File: config.mk
export PLATFORM = sky130hd
export DESIGN_NAME = pll_lock_ctrl
export DESIGN_NICKNAME = d
export VERILOG_FILES = /design/src/rtl/pll_ctrl_pkg.sv /design/src/rtl/sync2.sv /design/src/rtl/pll_lock_ctrl.sv
export SDC_FILE = /design/constraint.sdc
export NUM_CORES = 1
export LEC_CHECK = 0
export ABC_AREA = 1
export BUFFER_PORTS_ARGS = -buffer_cell sky130_fd_sc_hd__buf_2
export CORE_MARGIN = 2
export CORE_UTILIZATION = 49
export CTS_CLUSTER_DIAMETER = 150
export DETAILED_ROUTE_END_ITERATION = 8
export GPL_ROUTABILITY_DRIVEN = 0
export PLACE_DENSITY = 0.69
export SLEW_MARGIN = 20
export SYNTH_ARGS = -nofsm -noshare
export SYNTH_HDL_FRONTEND = slang
export SYNTH_SLANG_ARGS = --single-unit
export TNS_END_PERCENT = 50
File: constraint.sdc
create_clock -name clock_in -period 2.9 [get_ports clock_in]
set_clock_uncertainty 0.1 [all_clocks]
set_input_delay 0.58 -clock clock_in [delete_from_list [all_inputs] [get_ports clock_in]]
set_output_delay 0.58 -clock clock_in [all_outputs]
set_load 0.01 [all_outputs]
File: src/rtl/pll_ctrl_pkg.sv
// Shared types for the PLL lock sequencer: state encoding and loss-counter width.
package pll_ctrl_pkg;

  typedef enum logic [2:0] {
    ST_RESET     = 3'd0,
    ST_WAIT_LOCK = 3'd1,
    ST_STABLE    = 3'd2,
    ST_RUN       = 3'd3,
    ST_FAIL      = 3'd4,
    ST_BYPASS    = 3'd5
  } pll_state_t;

  localparam int LOSS_CNT_W = 8;

  function automatic int max3(input int a, input int b, input int c);
    int m;
    m = (a > b) ? a : b;
    return (m > c) ? m : c;
  endfunction

endpackage

File: src/rtl/sync2.sv
// Two-flop synchronizer for asynchronous single-bit status inputs; resets to 0.
module sync2 (
  input  logic clk_i,
  input  logic rst_ni,
  input  logic d_i,
  output logic q_o
);

  logic meta_q;
  logic sync_q;

  always_ff @(posedge clk_i or negedge rst_ni) begin
    if (!rst_ni) begin
      meta_q <= 1'b0;
      sync_q <= 1'b0;
    end else begin
      meta_q <= d_i;
      sync_q <= meta_q;
    end
  end

  assign q_o = sync_q;

endmodule

File: src/rtl/pll_lock_ctrl.sv
// SB_PLL40_CORE reset/lock sequencer running on the reference clock.
// Define PLL_LOCK_CTRL_BYPASS_FALLBACK_EN to fall back to BYPASS instead of FAIL on retry exhaustion.
module pll_lock_ctrl
  import pll_ctrl_pkg::*;
#(
  parameter int RST_CYCLES    = 16,
  parameter int LOCK_TIMEOUT  = 4096,
  parameter int STABLE_CYCLES = 256,
  parameter int MAX_RETRIES   = 3
) (
  input  logic                  clock_in,
  input  logic                  reset_n,
  input  logic                  enable,
  input  logic                  pll_lock,
  output logic                  pll_resetb,
  output logic                  pll_bypass,
  output logic                  clk_ok,
  output logic                  sys_reset_n,
  output logic                  fail,
  output logic [2:0]            state,
  output logic [LOSS_CNT_W-1:0] loss_count
);

  localparam int CNT_W   = $clog2(max3(RST_CYCLES, LOCK_TIMEOUT, STABLE_CYCLES) + 1);
  localparam int RETRY_W = $clog2(MAX_RETRIES + 2);

`ifdef PLL_LOCK_CTRL_BYPASS_FALLBACK_EN
  localparam pll_state_t EXHAUST_ST = ST_BYPASS;
`else
  localparam pll_state_t EXHAUST_ST = ST_FAIL;
`endif

  logic                  lock_s;
  pll_state_t            state_q, state_d;
  logic [CNT_W-1:0]      cnt_q, cnt_d;
  logic [RETRY_W-1:0]    retry_q, retry_d;
  logic [LOSS_CNT_W-1:0] loss_q, loss_d;
  logic                  attempt_failed;
  logic                  pll_resetb_q, clk_ok_q, sys_reset_n_q, fail_q;

  sync2 u_lock_sync (
    .clk_i  (clock_in),
    .rst_ni (reset_n),
    .d_i    (pll_lock),
    .q_o    (lock_s)
  );

  always_comb begin
    state_d        = state_q;
    cnt_d          = cnt_q + 1'b1;
    retry_d        = retry_q;
    loss_d         = loss_q;
    attempt_failed = 1'b0;

    if (!enable) begin
      state_d = ST_RESET;
      cnt_d   = '0;
      retry_d = '0;
    end else begin
      case (state_q)
        ST_RESET: begin
          if (cnt_q == CNT_W'(RST_CYCLES - 1)) begin
            state_d = ST_WAIT_LOCK;
            cnt_d   = '0;
          end
        end
        ST_WAIT_LOCK: begin
          // Lock takes priority over a coincident timeout.
          if (lock_s) begin
            state_d = ST_STABLE;
            cnt_d   = '0;
          end else if (cnt_q == CNT_W'(LOCK_TIMEOUT - 1)) begin
            attempt_failed = 1'b1;
          end
        end
        ST_STABLE: begin
          if (!lock_s) begin
            attempt_failed = 1'b1;
          end else if (cnt_q == CNT_W'(STABLE_CYCLES - 1)) begin
            state_d = ST_RUN;
            cnt_d   = '0;
            retry_d = '0;
          end
        end
        ST_RUN: begin
          cnt_d = '0;
          if (!lock_s) begin
            state_d = ST_RESET;
            if (loss_q != '1) loss_d = loss_q + 1'b1;
          end
        end
        ST_FAIL, ST_BYPASS: cnt_d = '0;
        default: begin
          state_d = ST_RESET;
          cnt_d   = '0;
        end
      endcase

      if (attempt_failed) begin
        cnt_d   = '0;
        retry_d = retry_q + 1'b1;
        state_d = (int'(retry_q) >= MAX_RETRIES) ? EXHAUST_ST : ST_RESET;
      end
    end
  end

  // Outputs are decoded from the next state so they change on the same edge as state.
  always_ff @(posedge clock_in or negedge reset_n) begin
    if (!reset_n) begin
      state_q       <= ST_RESET;
      cnt_q         <= '0;
      retry_q       <= '0;
      loss_q        <= '0;
      pll_resetb_q  <= 1'b0;
      clk_ok_q      <= 1'b0;
      sys_reset_n_q <= 1'b0;
      fail_q        <= 1'b0;
    end else begin
      state_q       <= state_d;
      cnt_q         <= cnt_d;
      retry_q       <= retry_d;
      loss_q        <= loss_d;
      pll_resetb_q  <= (state_d == ST_WAIT_LOCK) || (state_d == ST_STABLE) ||
                       (state_d == ST_RUN) || (state_d == ST_BYPASS);
      clk_ok_q      <= (state_d == ST_RUN);
      sys_reset_n_q <= (state_d == ST_RUN) || (state_d == ST_BYPASS);
      fail_q        <= (state_d == ST_FAIL) || (state_d == ST_BYPASS);
    end
  end

`ifdef PLL_LOCK_CTRL_BYPASS_FALLBACK_EN
  logic pll_bypass_q;

  always_ff @(posedge clock_in or negedge reset_n) begin
    if (!reset_n) pll_bypass_q <= 1'b0;
    else          pll_bypass_q <= (state_d == ST_BYPASS);
  end

  assign pll_bypass = pll_bypass_q;
`else
  assign pll_bypass = 1'b0;
`endif

  assign pll_resetb  = pll_resetb_q;
  assign clk_ok      = clk_ok_q;
  assign sys_reset_n = sys_reset_n_q;
  assign fail        = fail_q;
  assign state       = state_q;
  assign loss_count  = loss_q;

endmodule

==> out/qor.yml <==
outcome: "complete, no violations"
sequential_cell_area_um2: 826
cts_root_buffer_type: "sky130_fd_sc_hd__clkbuf_4"
num_rows: 20
cts_num_sinks: 33
ctsHtreeMaxLevel: 2
fill_cells: 289
num_io_pins: 20
critPathArrivalTime_ns: 1.99
drt_first_iter_violations: 66
syn_area_um2: 1630
slowest_stage: "sky130_fd_sc_hd__o21ai_2"
route.antenna.remaining_nets: 0
ys_ff_latch: 33
power.density_cell_area_nw_per_um2: 464
post_synth_num_cell_types: 22
power_leakage_nw: 0.942
worstReg2RegEnd: "cnt_q[4]$_DFF_PN0_"
ys_warn_count: 0
seq_area_frac_synth_pct: 50.7
cpLargestDelayFamily: "simple AND/OR/NAND/NOR gates"
setup_viol_count_final: 0
timing.setup.critical_path_class: "reg -> reg"
worst_skew_pair.late_latency_ns: 0.33
cp-startpoint: "cnt_q[0]$_DFF_PN0_"
crit_top_cell: "sky130_fd_sc_hd__nand2_1"
insertedDiodeCount: 0
final_period_util_pct: 65.3
antenna_found_initial: 0
timing.critical_path.fanout_max: 13
min-delay-path-class: "in -> async"
grt_first_pass_wirelength_um: 5130
netlist_top_cells_area: "sky130_fd_sc_hd__dfrtp_1 (51%), sky130_fd_sc_hd__nand2_1 (8.8%), sky130_fd_sc_hd__inv_1 (6.9%)"
die_width_um: 61.6
track_usage_pct: 18.5
areaGrowthSynthToFinish_pct: 13.0
worst_setup_hold_path_clk_slew_ns: 0.10
multi_input_comb_area_um2: 667
starting_density_of_the_core_pct: 52.5
worstSetupPathDepth: 10
report.final.slew_viol_count: 0
route.vias.total: 1273
most_frequent_standard_cell_in_the_layout_excluding_fill_and_tap_cells: "sky130_fd_sc_hd__nand2_1"
reg2reg_from: "cnt_q[0]$_DFF_PN0_"
cts_buffer_depth: 2
achievable-frequency_ghz: 0.528
syn_nets: 200
floorplan.die.height_um: 61.6
routed_wire_length_per_instance_um: 11.0
tritoncts: "built"
setup.worst_path.end: "cnt_q[4]$_DFF_PN0_"
num-nets-final: 223
synth_top_cell_by_area: "sky130_fd_sc_hd__dfrtp_1"
ys_async_sr_fraction_pct: 100
cp-end-kind: "flop"
detail_route.wirelength_um: 2860
timing.critical_path.required_ns: 3.00
dpl.cell_count: 252
cap_viol_max_count: 0
count_of_hold_fix_buffers_inserted_at_cts: 0
cts-buffers-inserted: 5
number_of_synthesized_flops_with_an_enable_pin: 0
place.port_buffers: 18
crit_chain: "ha_1 > nand2_1 > nor2_4 > inv_1 > nor2_2 > nand2_1 > nand2_1 > nand2_1 > o21ai_2 > nor2_1"
layout.cells.most_common_list: "sky130_fd_sc_hd__nand2_1 (38), sky130_fd_sc_hd__dfrtp_1 (33), sky130_fd_sc_hd__inv_1 (30)"
setup_repair_after_global_routing_missed_its_margin: "no"
synth.top_cell.area_share_pct: 50.7
post-route-drc-count: 0
worst-slew-pin-transition_ns: 0.710
firstDrtPassIters: 4
timing.slew.headroom_pct: 52.7
ys_dominant_reg_cell: "sky130_fd_sc_hd__dfrtp_1"
critical_path.n_buffers_inverters: 1
worstSetupStartpointType: "flop"
post-dp-hpwl_um: 2150
min_period_ns: 1.89
pin_count_of_the_biggest_net_entering_global_routing: 34
vias_per_cell: 4.90
avgSynthCellArea_um2: 8.48
worst_ir_drop_vdd_v: 0.000290
worst_path_largest_cell_delay_ns: 0.43
floorplan.die_area_um2: 3800
cts_repair_resizes: 0
r2r.worst_path.cells: 10
setup_buffers_after_cts: 0
final_hold_viol_count: 0
overflow: 0
final.setup.tns_ns: 0
post_layout_nonfiller_instances: 260
syn-instance-count: 192
post_route_cells_drive_above_1_share_pct: 15.7
core_area_um2: 3100
reg2reg_setup_slack_ns: 1.01
grt_pass1_vias: 1249
[state kept, by name (all words and copies together), names as in the netlist]
register,count
clk_ok,1
cnt_q,13
fail,1
loss_count,8
pll_resetb,1
retry_q,3
state,3
sys_reset_n,1
u_lock_sync.meta_q,1
u_lock_sync.q_o,1
[layout make-up]
type / count / area share (%)
clock inverters: 1 / 1.63
well taps: 44 / 2.99
inverters: 31 / 6.33
repair buffers: 18 / 4.90
flip-flops and latches: 33 / 44.9
multi-input cells: 126 / 36.3
clock buffers: 7 / 2.99
[worst reg2reg max path, delay by kind of cell, from the launching register on]
family	cells	cell delay, ns
buffers and inverters	1	0.07
AOI/OAI and AO/OA	1	0.43
adders and majority gates	1	0.19
DFF	1	0.38
and+or+nand+nor	7	0.59
[report_power, final]
group | switching (mW) | internal, mW
Sequential | 0.00306 | 0.465
Combinational | 0.0191 | 0.00648
Clock | 0.154 | 0.206
Total | 0.176 | 0.677
[metal layers]
layer	share of wire [%]	vias up	wire length (um)	track usage (%)
met4	1.6	0	46	7.90
met5	0	-	0	0
met1	44	605	1260	21.8
met3	5.2	6	149	5.67
met2	49	26	1400	31.1
li1	-	636	-	-
[how the worst min path moves through the flow]
stage	to	slack [ns]	depth (start not counted)
after floorplan	clk_ok$_DFF_PN0_	0.18	0
after global placement	u_lock_sync.q_o$_DFF_PN0_	0.25	0
after detailed placement	u_lock_sync.q_o$_DFF_PN0_	0.25	0
after CTS	retry_q[2]$_DFFE_PN0P_	0.21	1
after global routing	u_lock_sync.meta_q$_DFF_PN0_	0.22	1
final	retry_q[2]$_DFFE_PN0P_	0.18	1
[kinds of logic (layout without fill, tap and decap cells)]
| kind of cell | Yosys count | in the layout | synth area share (%) |
|---|---|---|---|
| other | 1 | 1 | 0.230 |
| AOI/OAI and AO/OA | 12 | 12 | 4.00 |
| and+or+nand+nor | 93 | 93 | 25.1 |
| DFF | 33 | 33 | 50.7 |
| buffers and inverters | 33 | 57 | 8.30 |
| xor gates and xnor gates | 16 | 16 | 8.61 |
| adders and majority gates | 4 | 4 | 3.07 |
[cell usage after synthesis (2+ instances only)]
cell / n
sky130_fd_sc_hd__nand2_1: 38
sky130_fd_sc_hd__dfrtp_1: 33
sky130_fd_sc_hd__inv_1: 30
sky130_fd_sc_hd__nor2_1: 24
sky130_fd_sc_hd__nand3_1: 16
sky130_fd_sc_hd__xor2_1: 9
sky130_fd_sc_hd__o21ai_0: 7
sky130_fd_sc_hd__xnor2_1: 7
sky130_fd_sc_hd__nor3_1: 6
sky130_fd_sc_hd__ha_1: 4
sky130_fd_sc_hd__a21oi_1: 3
sky130_fd_sc_hd__nor2_2: 3
sky130_fd_sc_hd__nand2_2: 2
sky130_fd_sc_hd__nand4_1: 2
[metrics by stage]
step	setup WS [ns]	power [mW]	hold WS [ns]	area (um2)	utilization, %
2_1_floorplan	1.26	0.491	0.184	1630	-
3_3_place_gp	1.07	0.502	0.255	1750	56.5
3_5_place_dp	0.973	0.504	0.254	1750	56.5
4_1_cts	0.964	0.863	0.215	1840	59.3
5_1_grt	0.771	0.890	0.222	1840	59.3
6_report	1.01	0.853	0.183	1840	59.3
No activity file was read; power rests on OpenSTA's default activity.
